File: src/rtl/id_ex_pipe_reg.sv
`default_nettype none
// ============================================================================
// Module      : id_ex_pipe_reg
// Description : ID/EX pipeline register for a LEGv8 5-stage pipeline.
//               Captures the decode-stage control bits, register read data,
//               immediate, PC and register numbers for the EX stage.
//               Handles stall, flush and load-use bubble insertion, and keeps
//               a saturating count of inserted bubbles.
// Revision    : 1.0 - initial release
// ----------------------------------------------------------------------------
// Configuration macro:
//   LOAD_USE_DETECT_EN - when defined, load-use detection and bubble insertion
//                        are active and bubble_count counts. When undefined,
//                        the hazard term is tied to 0 (hazard_stall = 0,
//                        bubble_count = 0).
// Ports:
//   clk, reset         clock and synchronous active-high reset
//   stall_in           hold every ID/EX register
//   flush_in           squash the instruction in ID (overrides stall_in)
//   id_*               decode-stage instruction fields and control bits
//   ex_*               registered copies of the id_* inputs
//   hazard_stall       combinational: freeze PC and IF/ID this cycle
//   bubble_count       bubbles inserted since reset, saturating
// ============================================================================
module id_ex_pipe_reg #(
  parameter int DATA_W = 64,
  parameter int CNT_W  = 16
) (
  input  logic              clk,
  input  logic              reset,
  input  logic              stall_in,
  input  logic              flush_in,
  input  logic              id_valid,
  input  logic [DATA_W-1:0] id_pc,
  input  logic [DATA_W-1:0] id_rd1,
  input  logic [DATA_W-1:0] id_rd2,
  input  logic [DATA_W-1:0] id_imm,
  input  logic [10:0]       id_opcode,
  input  logic [4:0]        id_rn,
  input  logic [4:0]        id_rs2,
  input  logic [4:0]        id_rd,
  input  logic              id_alusrc,
  input  logic              id_memtoreg,
  input  logic              id_regwrite,
  input  logic              id_memread,
  input  logic              id_memwrite,
  input  logic              id_branch,
  input  logic              id_uncondbranch,
  input  logic              id_aluop1,
  input  logic              id_aluop0,
  output logic              ex_valid,
  output logic [DATA_W-1:0] ex_pc,
  output logic [DATA_W-1:0] ex_rd1,
  output logic [DATA_W-1:0] ex_rd2,
  output logic [DATA_W-1:0] ex_imm,
  output logic [10:0]       ex_opcode,
  output logic [4:0]        ex_rn,
  output logic [4:0]        ex_rs2,
  output logic [4:0]        ex_rd,
  output logic              ex_alusrc,
  output logic              ex_memtoreg,
  output logic              ex_regwrite,
  output logic              ex_memread,
  output logic              ex_memwrite,
  output logic              ex_branch,
  output logic              ex_uncondbranch,
  output logic              ex_aluop1,
  output logic              ex_aluop0,
  output logic              hazard_stall,
  output logic [CNT_W-1:0]  bubble_count
);

  localparam logic [4:0] C_XZR         = 5'd31;
  localparam int         C_CTRL_W      = 9;
  // Bit positions inside the packed control vector.
  localparam int         C_IDX_REGWR   = 6;
  localparam int         C_IDX_MEMRD   = 5;
  localparam logic [CNT_W-1:0] C_CNT_MAX = {CNT_W{1'b1}};

  // Control bits: {alusrc, memtoreg, regwrite, memread, memwrite,
  //                branch, uncondbranch, aluop1, aluop0}
  logic [C_CTRL_W-1:0] ctrl_q,  ctrl_d;
  logic                valid_q, valid_d;
  logic [DATA_W-1:0]   pc_q,    pc_d;
  logic [DATA_W-1:0]   rd1_q,   rd1_d;
  logic [DATA_W-1:0]   rd2_q,   rd2_d;
  logic [DATA_W-1:0]   imm_q,   imm_d;
  logic [10:0]         opc_q,   opc_d;
  logic [4:0]          rn_q,    rn_d;
  logic [4:0]          rs2_q,   rs2_d;
  logic [4:0]          rd_q,    rd_d;
  logic [CNT_W-1:0]    cnt_q,   cnt_d;

  logic [C_CTRL_W-1:0] w_id_ctrl;
  logic                w_haz;
  logic                w_hold;

  assign w_id_ctrl = {id_alusrc, id_memtoreg, id_regwrite, id_memread,
                      id_memwrite, id_branch, id_uncondbranch,
                      id_aluop1, id_aluop0};

`ifdef LOAD_USE_DETECT_EN
  // A load in EX whose destination is read by the instruction in ID.
  // XZR is never a real destination, so it cannot create a hazard.
  assign w_haz = id_valid & valid_q & ctrl_q[C_IDX_MEMRD] & (rd_q != C_XZR) &
                 ((rd_q == id_rn) | (rd_q == id_rs2));
`else
  assign w_haz = 1'b0;
`endif

  // Still reports the hazard under stall_in so the front end stays frozen;
  // the hold itself wins over the bubble in the register update below.
  assign hazard_stall = w_haz & ~flush_in & ~reset;

  // Data fields hold only under a stall without flush; under flush or
  // bubble they are don't-care, so they simply load.
  assign w_hold = stall_in & ~flush_in;

  always_comb begin
    pc_d    = w_hold ? pc_q  : id_pc;
    rd1_d   = w_hold ? rd1_q : id_rd1;
    rd2_d   = w_hold ? rd2_q : id_rd2;
    imm_d   = w_hold ? imm_q : id_imm;
    opc_d   = w_hold ? opc_q : id_opcode;
    rn_d    = w_hold ? rn_q  : id_rn;
    rs2_d   = w_hold ? rs2_q : id_rs2;
    rd_d    = w_hold ? rd_q  : id_rd;
    valid_d = valid_q;
    ctrl_d  = ctrl_q;
    cnt_d   = cnt_q;

    if (flush_in) begin
      valid_d = 1'b0;
      ctrl_d  = '0;
    end else if (stall_in) begin
      valid_d = valid_q;
      ctrl_d  = ctrl_q;
    end else if (w_haz) begin
      valid_d = 1'b0;
      ctrl_d  = '0;
      if (cnt_q != C_CNT_MAX) begin
        cnt_d = cnt_q + 1'b1;
      end
    end else begin
      valid_d = id_valid;
      ctrl_d  = id_valid ? w_id_ctrl : '0;
      // Writes to XZR are discarded at the source.
      if (id_rd == C_XZR) begin
        ctrl_d[C_IDX_REGWR] = 1'b0;
      end
    end
  end

  always_ff @(posedge clk) begin
    if (reset) begin
      valid_q <= 1'b0;
      ctrl_q  <= '0;
      pc_q    <= '0;
      rd1_q   <= '0;
      rd2_q   <= '0;
      imm_q   <= '0;
      opc_q   <= '0;
      rn_q    <= '0;
      rs2_q   <= '0;
      rd_q    <= '0;
      cnt_q   <= '0;
    end else begin
      valid_q <= valid_d;
      ctrl_q  <= ctrl_d;
      pc_q    <= pc_d;
      rd1_q   <= rd1_d;
      rd2_q   <= rd2_d;
      imm_q   <= imm_d;
      opc_q   <= opc_d;
      rn_q    <= rn_d;
      rs2_q   <= rs2_d;
      rd_q    <= rd_d;
      cnt_q   <= cnt_d;
    end
  end

  assign ex_valid        = valid_q;
  assign ex_pc           = pc_q;
  assign ex_rd1          = rd1_q;
  assign ex_rd2          = rd2_q;
  assign ex_imm          = imm_q;
  assign ex_opcode       = opc_q;
  assign ex_rn           = rn_q;
  assign ex_rs2          = rs2_q;
  assign ex_rd           = rd_q;
  assign ex_alusrc       = ctrl_q[8];
  assign ex_memtoreg     = ctrl_q[7];
  assign ex_regwrite     = ctrl_q[6];
  assign ex_memread      = ctrl_q[5];
  assign ex_memwrite     = ctrl_q[4];
  assign ex_branch       = ctrl_q[3];
  assign ex_uncondbranch = ctrl_q[2];
  assign ex_aluop1       = ctrl_q[1];
  assign ex_aluop0       = ctrl_q[0];
  assign bubble_count    = cnt_q;

endmodule
`default_nettype wire

File: config.mk
export PLATFORM = sky130hd
export DESIGN_NAME = id_ex_pipe_reg
export DESIGN_NICKNAME = d
export VERILOG_FILES = /design/src/rtl/id_ex_pipe_reg.sv
export SDC_FILE = /design/constraint.sdc
export NUM_CORES = 1
export LEC_CHECK = 0
export CAP_MARGIN = 20
export CORE_AREA = 2 2 235 237
export CTS_CLUSTER_SIZE = 10
export DETAILED_ROUTE_END_ITERATION = 12
export DIE_AREA = 0 0 237 239
export GPL_TIMING_DRIVEN = 0
export PLACE_DENSITY = 0.52
export SYNTH_ARGS = -nofsm -noshare
export SYNTH_HDL_FRONTEND = slang
export SYNTH_SLANG_ARGS = --single-unit
export TNS_END_PERCENT = 20
File: constraint.sdc
create_clock -name clk -period 0.9 [get_ports clk]
set_clock_uncertainty 0.05 [all_clocks]
set_input_delay 0.135 -clock clk [delete_from_list [all_inputs] [get_ports clk]]
set_output_delay 0.135 -clock clk [all_outputs]
set_load 0.005 [all_outputs]
== After elaboration in Yosys (flattened, before gate mapping) ==
Index checks and enable logic that the tools add are counted.

* Logic and storage cells: 16
* Output and inout bits: 309
* Flip-flop bits (word level): 292
* Input bits: 296

* Reduce and logical (&&, ||, !) cells: 1
* Bitwise operators: 2
* Mux-type cells: 2
* Equal/unequal tests: 1

{| class="wikitable"
|+ Operators by type and width
! operator !! count
|-
| 9-bit two-way mux || 1
|-
| 5-bit equality test (second input constant) || 1
|-
| 2-bit OR reduction || 1
|-
| 1-bit AND || 1
|-
| 1-bit two-way mux || 1
|-
| 1-bit inverter || 1
|}

== Logic depth before layout (Yosys ltp) ==
Gate-level depths: netlist (run 1).

* Depth after elaboration: 2
* Gate-level depth with buffers: 5
* Gate-level depth less buffers: 3

== Worst setup path after synthesis (run 1) ==
Ideal clock, no wire load.

* Kind: in2reg
* Start: in reset
* End: reg pc_q[0], in the netlist ex_pc[0]
* Setup time: 0.132 ns
* Setup slack: -0.119 ns
* Stages: 4
* Arrival time: 0.837 ns
* Cells stage by stage: buf_2 -> clkbuf_1 -> clkbuf_1 -> a21oi_1

{| class="wikitable"
|+ RTL lines
! item !! RTL line !! text
|-
| from (decl) || 30 || <nowiki>input logic reset,</nowiki>
|-
| to (signal assigned) || 170 || <nowiki>pc_q <= pc_d;</nowiki>
|-
| to (decl) || 84 || <nowiki>logic [DATA_W-1:0] pc_q, pc_d;</nowiki>
|}

No word-level cell between the ends.

== Worst setup path after layout (run 1) ==
* Start: reg rn_q[4], in the netlist ex_rn[4]
* End: out ex_rn[4]

{| class="wikitable"
|+ RTL lines
! item !! RTL line !! text
|-
| from (decl) || 89 || <nowiki>logic [4:0] rn_q, rn_d;</nowiki>
|-
| from (signal assigned) || 175 || <nowiki>rn_q <= rn_d;</nowiki>
|-
| to (decl) || 57 || <nowiki>output logic [4:0] ex_rn,</nowiki>
|}

No word-level cell between the ends.

==> run_results.csv, run 1 <==
group,metric,value,unit
power,irDropWorstVdd,1.01,mV
synth,avgSynthCellArea,7.89,um^2
synth,synth_top_family_by_area,"simple AND/OR/NAND/NOR gates",
synth,yosys.area.top_type,"dfxtp_1",
finish,post-route-util,0.342,
power,power,32.5,mW
routing,viasPerCell,4.07,
synth,ys_top_cells_by_area,"dfxtp_1 58%, nand2_1 21%, a21oi_1 14%",
run_status,violations,"hold timing, setup timing",
global_route,track_usage,0.144,
worst_setup_path,cpMaxStageDelayCell,"dfxtp_4",
clock_tree,clk_latency,520,ps
sta,fmax,848,MHz
clock_tree,cts.sink_count,292,
worst_setup_path,worstPathMaxFanout,2,
place,port_buffers,586,
worst_setup_path,cp_top_family,"flip-flops",
global_route,grt_overflow,0,
floorplan,rows,86,
worst_setup_path,slowest_delay,360,ps
routing,drc,0,
worst_setup_path,criticalPathCategory,"register to output port",
routing,wl_per_cell,16.3,um
clock_tree,cts_max_level,2,
synth,syn_inst,1281,
place,dp_hpwl,33800,um
sta,rsz0062_at_grt,"yes",
synth,yosysSeqAreaShare,0.579,
worst_setup_path,arrival,990,ps
worst_setup_path,r2r_start,"ctrl_q[5]$_SDFFE_PP0N_",
finish,nets,2236,
synth,syn_area,10100,um^2
global_route,grt_pass1_vias,10800,
run,cap_viol_max_count,0,
finish,layout_commonest_cell,"nand2_1",
worst_setup_path,endpoint_kind,"output port",
sta,relSlewSlack,0.646,
synth,synthSimpleGateAreaFrac,0.218,
routing,wl,43400,um
worst_setup_path,worstSetupStartpoint,"ex_rn[4]$_SDFFE_PP0N_",
routing,drt_pass1_iterations,4,
sta,final-hold-violation-count,1,
clock_tree,cts_made_buffers,36,
sta,slew_violations,0,
floorplan,fp.dieW,237,um
sta,hold_slack,-21.9,ps
synth,ys_types,15,
global_route,antenna_found_initial,3,
synth,synth-compound-area-share,0.147,
floorplan,initial_core_util,0.186,
synth,synthAdderAreaFrac,0,
synth,synth_xor_area_frac,0,
finish,drive_gt1_frac,0.389,
min_path,hp-class,"input port to register",
clock_tree,path_clk_slew,60,ps
routing,drt-initial-drc-count,250,
sta,fin_crit_sh,1.31,
finish,mostFrequentLayoutCells,"566 x nand2_1, 292 x clkdlybuf4s50_1, 290 x dfxtp_2",
global_route,grt_pass1_wl,62900,um
clock_tree,tritoncts,"yes",
floorplan,top_level_ports,605,
run_status,status,"finished with violations",
sta,layout_setup_ws,-279,ps
sta,min_period,1180,ps
routing,vias,10800,
min_path,worstHoldStart,"flush_in",
floorplan,die_h,239,um
routing,ant_nets,0,
power,power_density,1750,nW/um^2
synth,synth_top_area_frac,0.579,
synth,ys_ff_latch,292,
place,gp_congestion,0.844,
synth,yosys_warnings,0,
clock_tree,cts_max_path_buffers,3,
finish,syn2layout_area_growth,83.9,%
sta,setup_viol_count_final,292,
worst_setup_path,cp-start-kind,"register",
global_route,grt_max_degree,11,
floorplan,core,54300,um^2
power,leakage,8.07,nW
worst_setup_path,path_cells,"buf_6",
worst_setup_path,critPathBufInv,1,
clock_tree,clockRootBuffer,"clkbuf_16",
place,place_ws,-1150,ps
synth,muxShareOfSynthArea,0,
sta,worst-slew-pin-transition,531,ps
floorplan,dieArea,56600,um^2
worst_setup_path,required,710,ps
==> final timing paths <==
| kind | end | slack, ps | cells past startpoint |
|---|---|---|---|
| worst min register to register | ex_pc[10]$_SDFFE_PP0N_ | 400 | 2 |
| worst max register to register | ctrl_q[5]$_SDFFE_PP0N_ | 60 | 3 |
| worst min-delay path | ctrl_q[6]$_SDFFE_PP0N_ | -20 | 4 |
| worst max-delay path | ex_rn[4] | -280 | 1 |
==> final cells by class <==
type | count | area (um^2)
Timing Repair Buffer | 605 | 5920
Clock buffer | 48 | 967
Multi-Input combinational cell | 891 | 3770
Tap cell | 704 | 881
Buffer | 114 | 788
Fill cell | 5737 | 35800
Antenna cell | 2 | 5.00
Clock inverter | 2 | 35.0
Sequential cell | 292 | 6220
==> sequential cells by signal, indices dropped and copies added, names as in the netlist <==
name       count
ex_opcode     11
ex_rd          5
ex_pc         64
ex_valid       1
ex_rn          5
ex_imm        64
ex_rs2         5
ex_rd2        64
ctrl_q         9
ex_rd1        64
==> through the flow <==
stage                     cell area [um^2]  setup TNS, ps  hold slack [ps]  std cells
final                                18600         -69020            -21.9       2658
after global routing                 18600         -82990             52.1       2658
after CTS                            17900        -145040             51.7       2655
after floorplan                      10200          -9330              225       1297
after detailed placement             17000        -318590              393       2587
after global placement               17000        -312300              387       2587
==> routing by layer <==
| metal | vias up | global-route usage | share of wire |
|---|---|---|---|
| met2 | 426 | 0.256 | 0.49 |
| met1 | 4910 | 0.153 | 0.38 |
| met3 | 88 | 0.0518 | 0.091 |
| li1 | 5385 | - | - |
| met4 | 2 | 0.0658 | 0.038 |
| met5 | - | 0 | 0.00030 |
==> report_power, final <==
group          total, mW  switching (mW)  internal [mW]  leakage (nW)
Combinational       5.04            2.00           3.04          5.07
Sequential          14.4           0.525           13.9          2.51
Clock               13.0            5.32           7.69         0.487
==> cells in the mapped netlist <==
cell	count
a21oi_1	283
nand2b_1	1
and2b_1	1
buf_2	63
buf_4	17
nor2b_1	1
nor2_1	10
nand2_1	566
or2_2	1
clkbuf_1	34
o2111ai_1	1
conb_1	1
dfxtp_1	292
nand3_1	2
a22oi_1	8
==> cells by family (layout without fill, tap and decap cells) <==
family | Yosys count | in the layout
DFF | 292 | 292
other | 1 | 19
AOI/OAI and AO/OA | 292 | 292
buffers and inverters | 114 | 769
and+or+nand+nor | 582 | 582
==> repair_timing <==
| item | CTS | global route |
|---|---|---|
| setup endpoints to repair | 584 | 584 |
| hold buffers | 0 | 0 |
| buffers inserted | 18 | 1 |
| pin swaps | 0 | 0 |
| resized for setup | 1628 | 132 |
(Power assumes the default switching activity.)
==> run 2: changes to the inputs <==
ABC_AREA = 1   (was default)
CORE_AREA = 2 2 236 238   (was 2 2 235 237)
DIE_AREA = 0 0 238 240   (was 0 0 237 239)
SLEW_MARGIN = 20   (was default)
==> run_results.csv, run 2 <==
group,metric,value,unit
floorplan,dieArea,57100,um^2
place,dp.cells,2601,
finish,nets,2256,
finish,stdcell_count,2677,
worst_setup_path,slowest_delay,360,ps
finish,layout_commonest_cell,"nand2_1",
sta,fin_crit_sh,1.32,
finish,drive_gt1_frac,0.392,
clock_tree,tritoncts,"yes",
routing,drt_pass1_iterations,4,
place,dp_hpwl,34000,um
synth,synth_top_area_frac,0.576,
floorplan,die_h,240,um
sta,worst-slew-pin-transition,540,ps
place,placed_area,17000,um^2
global_route,grt_max_degree,11,
synth,syn_area,10100,um^2
sta,fin_setup_tns,-74290,ps
power,leakage,8.18,nW
synth,yosysSeqAreaShare,0.576,
synth,ys_types,12,
power,power_density,1740,nW/um^2
clock_tree,clk_latency,520,ps
routing,vias,10800,
worst_setup_path,worstPathMaxFanout,2,
finish,stdcell_area,18900,um^2
sta,min_period,1190,ps
worst_setup_path,required,710,ps
synth,yosys_warnings,0,
worst_setup_path,r2r_end,"ctrl_q[7]$_SDFFE_PP0N_",
routing,wl_per_cell,16.7,um
routing,ant_nets,0,
clock_tree,path_clk_slew,60,ps
worst_setup_path,critPathBufInv,1,
worst_setup_path,r2r_slack,140,ps
synth,ys_top_cells_by_area,"dfxtp_1 58%, nand2_1 22%, a21oi_1 14%",
global_route,grt_pass1_wl,63600,um
clock_tree,cts_max_level,2,
global_route,grt_pass1_vias,10600,
worst_setup_path,arrival,1000,ps
sta,fmax,840,MHz
place,place_ws,-1680,ps
min_path,min_path_cells,4,
min_path,worstHoldStart,"stall_in",
sta,hold_slack,-20.1,ps
place,gp_congestion,0.791,
worst_setup_path,cp_top_family,"flip-flops",
worst_setup_path,reg2reg_depth,3,
floorplan,top_level_ports,605,
global_route,antenna_found_initial,1,
finish,mostFrequentLayoutCells,"585 x nand2_1, 292 x clkdlybuf4s50_1, 284 x a21oi_1, 284 x dfxtp_2, 246 x buf_6",
routing,drt-initial-drc-count,350,
sta,layout_setup_ws,-290,ps
synth,ys.flop_type,"dfxtp_1",
synth,yosys.area.top_type,"dfxtp_1",
run,cap_viol_max_count,0,
synth,syn_inst,1294,
global_route,track_usage,0.145,
routing,drc,0,
floorplan,rows,86,
sta,relSlewSlack,0.640,
power,irDropWorstVdd,1.08,mV
worst_setup_path,r2r_start,"ctrl_q[7]$_SDFFE_PP0N_",
run_status,status,"finished with violations",
finish,final.fill_count,5731,
min_path,hold_end,"ex_valid$_SDFFE_PP0N_",
synth,ys_ff_latch,292,
synth,synth.most_common_cell,"nand2_1",
global_route,grt_overflow,0,
sta,setup_viol_count_final,334,
synth,avgSynthCellArea,7.84,um^2
floorplan,initial_core_util,0.186,
sta,rsz0062_at_grt,"yes",
synth,synthTopCellsByCount,"586 x nand2_1, 292 x dfxtp_1, 291 x a21oi_1",
run_status,violations,"hold timing, setup timing",
routing,viasPerCell,4.05,
clock_tree,cts-hold-fix-buffers,0,
floorplan,core,54700,um^2
floorplan,fp.dieW,238,um
synth,synthArstFlopShare,0,
worst_setup_path,worstSetupStartpoint,"ex_rn[4]$_SDFFE_PP0N_",
clock_tree,clockRootBuffer,"clkbuf_16",
worst_setup_path,path_cells,"buf_6",
sta,final-hold-violation-count,1,
clock_tree,cts_max_path_buffers,3,
worst_setup_path,cpMaxStageDelayCell,"dfxtp_4",
place,port_buffers,587,
clock_tree,cts.sink_count,292,
sta,slew_violations,0,
synth,synth-edff-count,0,
routing,wl,44600,um
worst_setup_path,cp-start-kind,"register",
clock_tree,cts_made_buffers,36,
worst_setup_path,endpoint_kind,"output port",
finish,syn2layout_area_growth,86.2,%
worst_setup_path,criticalPathCategory,"register to output port",
min_path,hp-class,"input port to register",
[run 2: logic make-up after synthesis]
| group | after synthesis | share of synthesized area |
|---|---|---|
| and+or+nand+nor | 590 | 0.219 |
| buffers and inverters | 119 | 0.0606 |
| other | 1 | 0.000370 |
| AOI/OAI and AO/OA | 292 | 0.144 |
| DFF | 292 | 0.576 |
[run 2: final cells by class]
cell class	count	area, um^2	area share
Clock buffer	50	1020	0.0543
Antenna cell	1	2.50	0.000132
Tap cell	704	881	0.0466
Sequential cell	292	6230	0.330
Inverter	7	41.3	0.00219
Buffer	112	873	0.0462
Timing Repair Buffer	612	6050	0.321
Multi-Input combinational cell	899	3780	0.200
[run 2: where the power goes]
group	switching, mW	total, mW	internal [mW]
clock	5.41	13.2	7.79
sequential	0.542	14.4	13.9
combinational	2.05	5.20	3.16
[run 2: worst max path at each step]
stage / depth (start not counted) / slack, ps / endpoint
2_1_floorplan: 8 / -5 / ex_rd1[36]$_SDFFE_PP0N_
3_3_place_gp: 4 / -1680 / ex_rd[2]$_SDFFE_PP0N_
3_5_place_dp: 4 / -1680 / ex_rd2[63]$_SDFFE_PP0N_
4_1_cts: 1 / -350 / ex_rn[4]
5_1_grt: 1 / -340 / ex_rd[2]
6_report: 1 / -290 / ex_rn[4]
[run 2: through the flow]
stage          power [mW]   util  hold slack [ps]
2_1_floorplan        15.9      -              229
3_3_place_gp         19.5  0.311              396
3_5_place_dp         19.5  0.311              401
4_1_cts              32.7  0.319             64.0
5_1_grt              34.4  0.346            -25.2
6_report             32.8  0.346            -20.1
[run 2: metal layers]
| layer | up-vias | track usage | part of all wire |
|---|---|---|---|
| met1 | 4961 | 0.163 | 0.39 |
| met3 | 67 | 0.0437 | 0.079 |
| met2 | 375 | 0.260 | 0.50 |
| li1 | 5434 | - | - |
| met5 | - | 0 | 0 |
| met4 | 0 | 0.0534 | 0.028 |
[run 2: what timing repair did]
item                        CTS  global route
setup endpoints to repair   584           560
setup buffers                11            13
gates cloned                  1             0
hold endpoints to repair      0             1
pin swaps                     1             0
resized for setup          1523           292
==> run 3: changes to the inputs <==
GPL_TIMING_DRIVEN = 1   (was 0)
SKIP_CTS_REPAIR_TIMING = 1   (was default)
SLEW_MARGIN = default   (was 20)
==> run_results.csv, run 3 (synthesis results as in run 2) <==
group,metric,value,unit
power,p_comb_frac,0.156,
global_route,grt_max_degree,48,
run_status,status,"finished with violations",
worst_setup_path,slowest_delay,360,ps
worst_setup_path,critPathBufInv,1,
clock_tree,cts_max_path_buffers,3,
routing,wl_per_cell,15.2,um
routing,drc,0,
power,power.switching,7.74,mW
worst_setup_path,r2r_end,"ex_rd[3]$_SDFFE_PP0N_",
global_route,grt_pass1_wl,58500,um
worst_setup_path,r2r_slack,150,ps
min_path,min_path_cells,3,
worst_setup_path,r2r_start,"ex_rd[3]$_SDFFE_PP0N_",
floorplan,die_h,240,um
global_route,track_usage,0.130,
finish,syn2layout_area_growth,84.5,%
power,leakage,8.84,nW
place,port_buffers,587,
sta,relSlewSlack,0.645,
global_route,antenna_found_initial,1,
clock_tree,cts_made_buffers,36,
place,gp_congestion,0.804,
worst_setup_path,cpMaxStageDelayCell,"dfxtp_4",
sta,min_period,1190,ps
finish,mostFrequentLayoutCells,"585 x nand2_1, 293 x clkdlybuf4s50_1, 291 x a21oi_1",
routing,ant_nets,0,
sta,fin_setup_tns,-112000,ps
worst_setup_path,cp-start-kind,"register",
routing,viasPerCell,4.02,
floorplan,core,54700,um^2
clock_tree,path_clk_slew,60,ps
finish,drive_gt1_frac,0.294,
place,dp_hpwl,30100,um
worst_setup_path,path_cells,"buf_6",
sta,layout_setup_ws,-288,ps
routing,vias,10600,
place,dp.cells,2577,
worst_setup_path,arrival,1000,ps
worst_setup_path,required,710,ps
run_status,violations,"setup timing",
power,power_density,1720,nW/um^2
floorplan,top_level_ports,605,
power,switching_share,0.241,
routing,drt-initial-drc-count,316,
min_path,hold_end,"ex_pc[4]$_SDFFE_PP0N_",
floorplan,fp.dieW,238,um
clock_tree,cts.sink_count,292,
global_route,grt_overflow,0,
floorplan,dieArea,57100,um^2
power,pwr-share-clk,0.399,
sta,fmax,842,MHz
worst_setup_path,criticalPathCategory,"register to output port",
power,p_int,24.4,mW
worst_setup_path,worstPathMaxFanout,2,
sta,setup_viol_count_final,584,
power,irDropWorstVdd,1.17,mV
worst_setup_path,reg2reg_depth,3,
routing,drt_pass1_iterations,5,
min_path,hp-class,"input port to register",
floorplan,rows,86,
min_path,worstHoldStart,"reset",
power,seqPwrFrac,0.445,
sta,final-hold-violation-count,0,
clock_tree,clk_latency,510,ps
clock_tree,cts_max_level,2,
global_route,grt_pass1_vias,10400,
clock_tree,clockRootBuffer,"clkbuf_16",
run,cap_viol_max_count,0,
place,placed_area,17300,um^2
worst_setup_path,endpoint_kind,"output port",
routing,wl,40300,um
clock_tree,tritoncts,"yes",
finish,stdcell_area,18700,um^2
finish,nets,2228,
finish,layout_commonest_cell,"nand2_1",
sta,hold_slack,27.0,ps
sta,worst-slew-pin-transition,531,ps
finish,post-route-util,0.342,
sta,fin_crit_sh,1.32,
sta,rsz0062_at_grt,"yes",
worst_setup_path,cp_top_family,"flip-flops",
sta,slew_violations,0,
finish,stdcell_count,2651,
floorplan,initial_core_util,0.186,
==> run 3: cell count changes in the layout (fill, tap and decap cells not counted), moves of 17 or more <==
cell,change
buf_6,-102
dfxtp_1,+96
dfxtp_2,-91
buf_2,-72
dlymetal6s2s_1,+67
clkbuf_2,+52
buf_4,+29
buf_12,+18
clkbuf_4,-17
==> run 3: power groups by stage <==
stage,clock network (mW),registers (mW),logic (mW)
after floorplan,0,14.5,1.46
after global placement,0,14.4,5.19
after detailed placement,0,14.4,5.19
after CTS,13.5,14.1,5.23
after global routing,13.9,14.4,5.45
final,12.8,14.3,5.02
==> run 3: metrics by stage <==
step                total power [mW]  setup WS [ps]
floorplan                       15.9          -5.44
global placement                19.6           -824
detailed placement              19.6           -913
CTS                             32.9           -836
global route                    33.8           -331
finish                          32.2           -288
==> run 3: cell type report <==
class | instances | area [um^2]
tap | 704 | 881
sequential | 292 | 6100
clock buffer | 51 | 988
multi-input combinational | 899 | 3760
clock inverter | 1 | 5.00
antenna | 1 | 2.50
fill | 5720 | 35900
timing repair buffer | 696 | 6930
inverter | 7 | 51.3
==> run 3: worst max-delay path by stage <==
stage	start	cells after the start	end	slack [ps]
2_1_floorplan	flush_in	8	ex_rd1[36]$_SDFFE_PP0N_	-5
3_3_place_gp	flush_in	7	ex_rs2[4]$_SDFFE_PP0N_	-820
3_5_place_dp	flush_in	7	ex_rn[2]$_SDFFE_PP0N_	-910
4_1_cts	ex_imm[62]$_SDFFE_PP0N_	1	ex_imm[62]	-840
5_1_grt	ex_imm[62]$_SDFFE_PP0N_	1	ex_imm[62]	-330
6_report	ex_imm[62]$_SDFFE_PP0N_	1	ex_imm[62]	-290
==> run 3: routing by layer <==
layer  GRT usage  vias to the layer above  wire length (um)
met5           0                        -                 0
met4      0.0500                        0              1150
met3      0.0454                       61              3580
met2       0.229                      391             20000
met1       0.144                     4838             15600
li1            -                     5358                 -
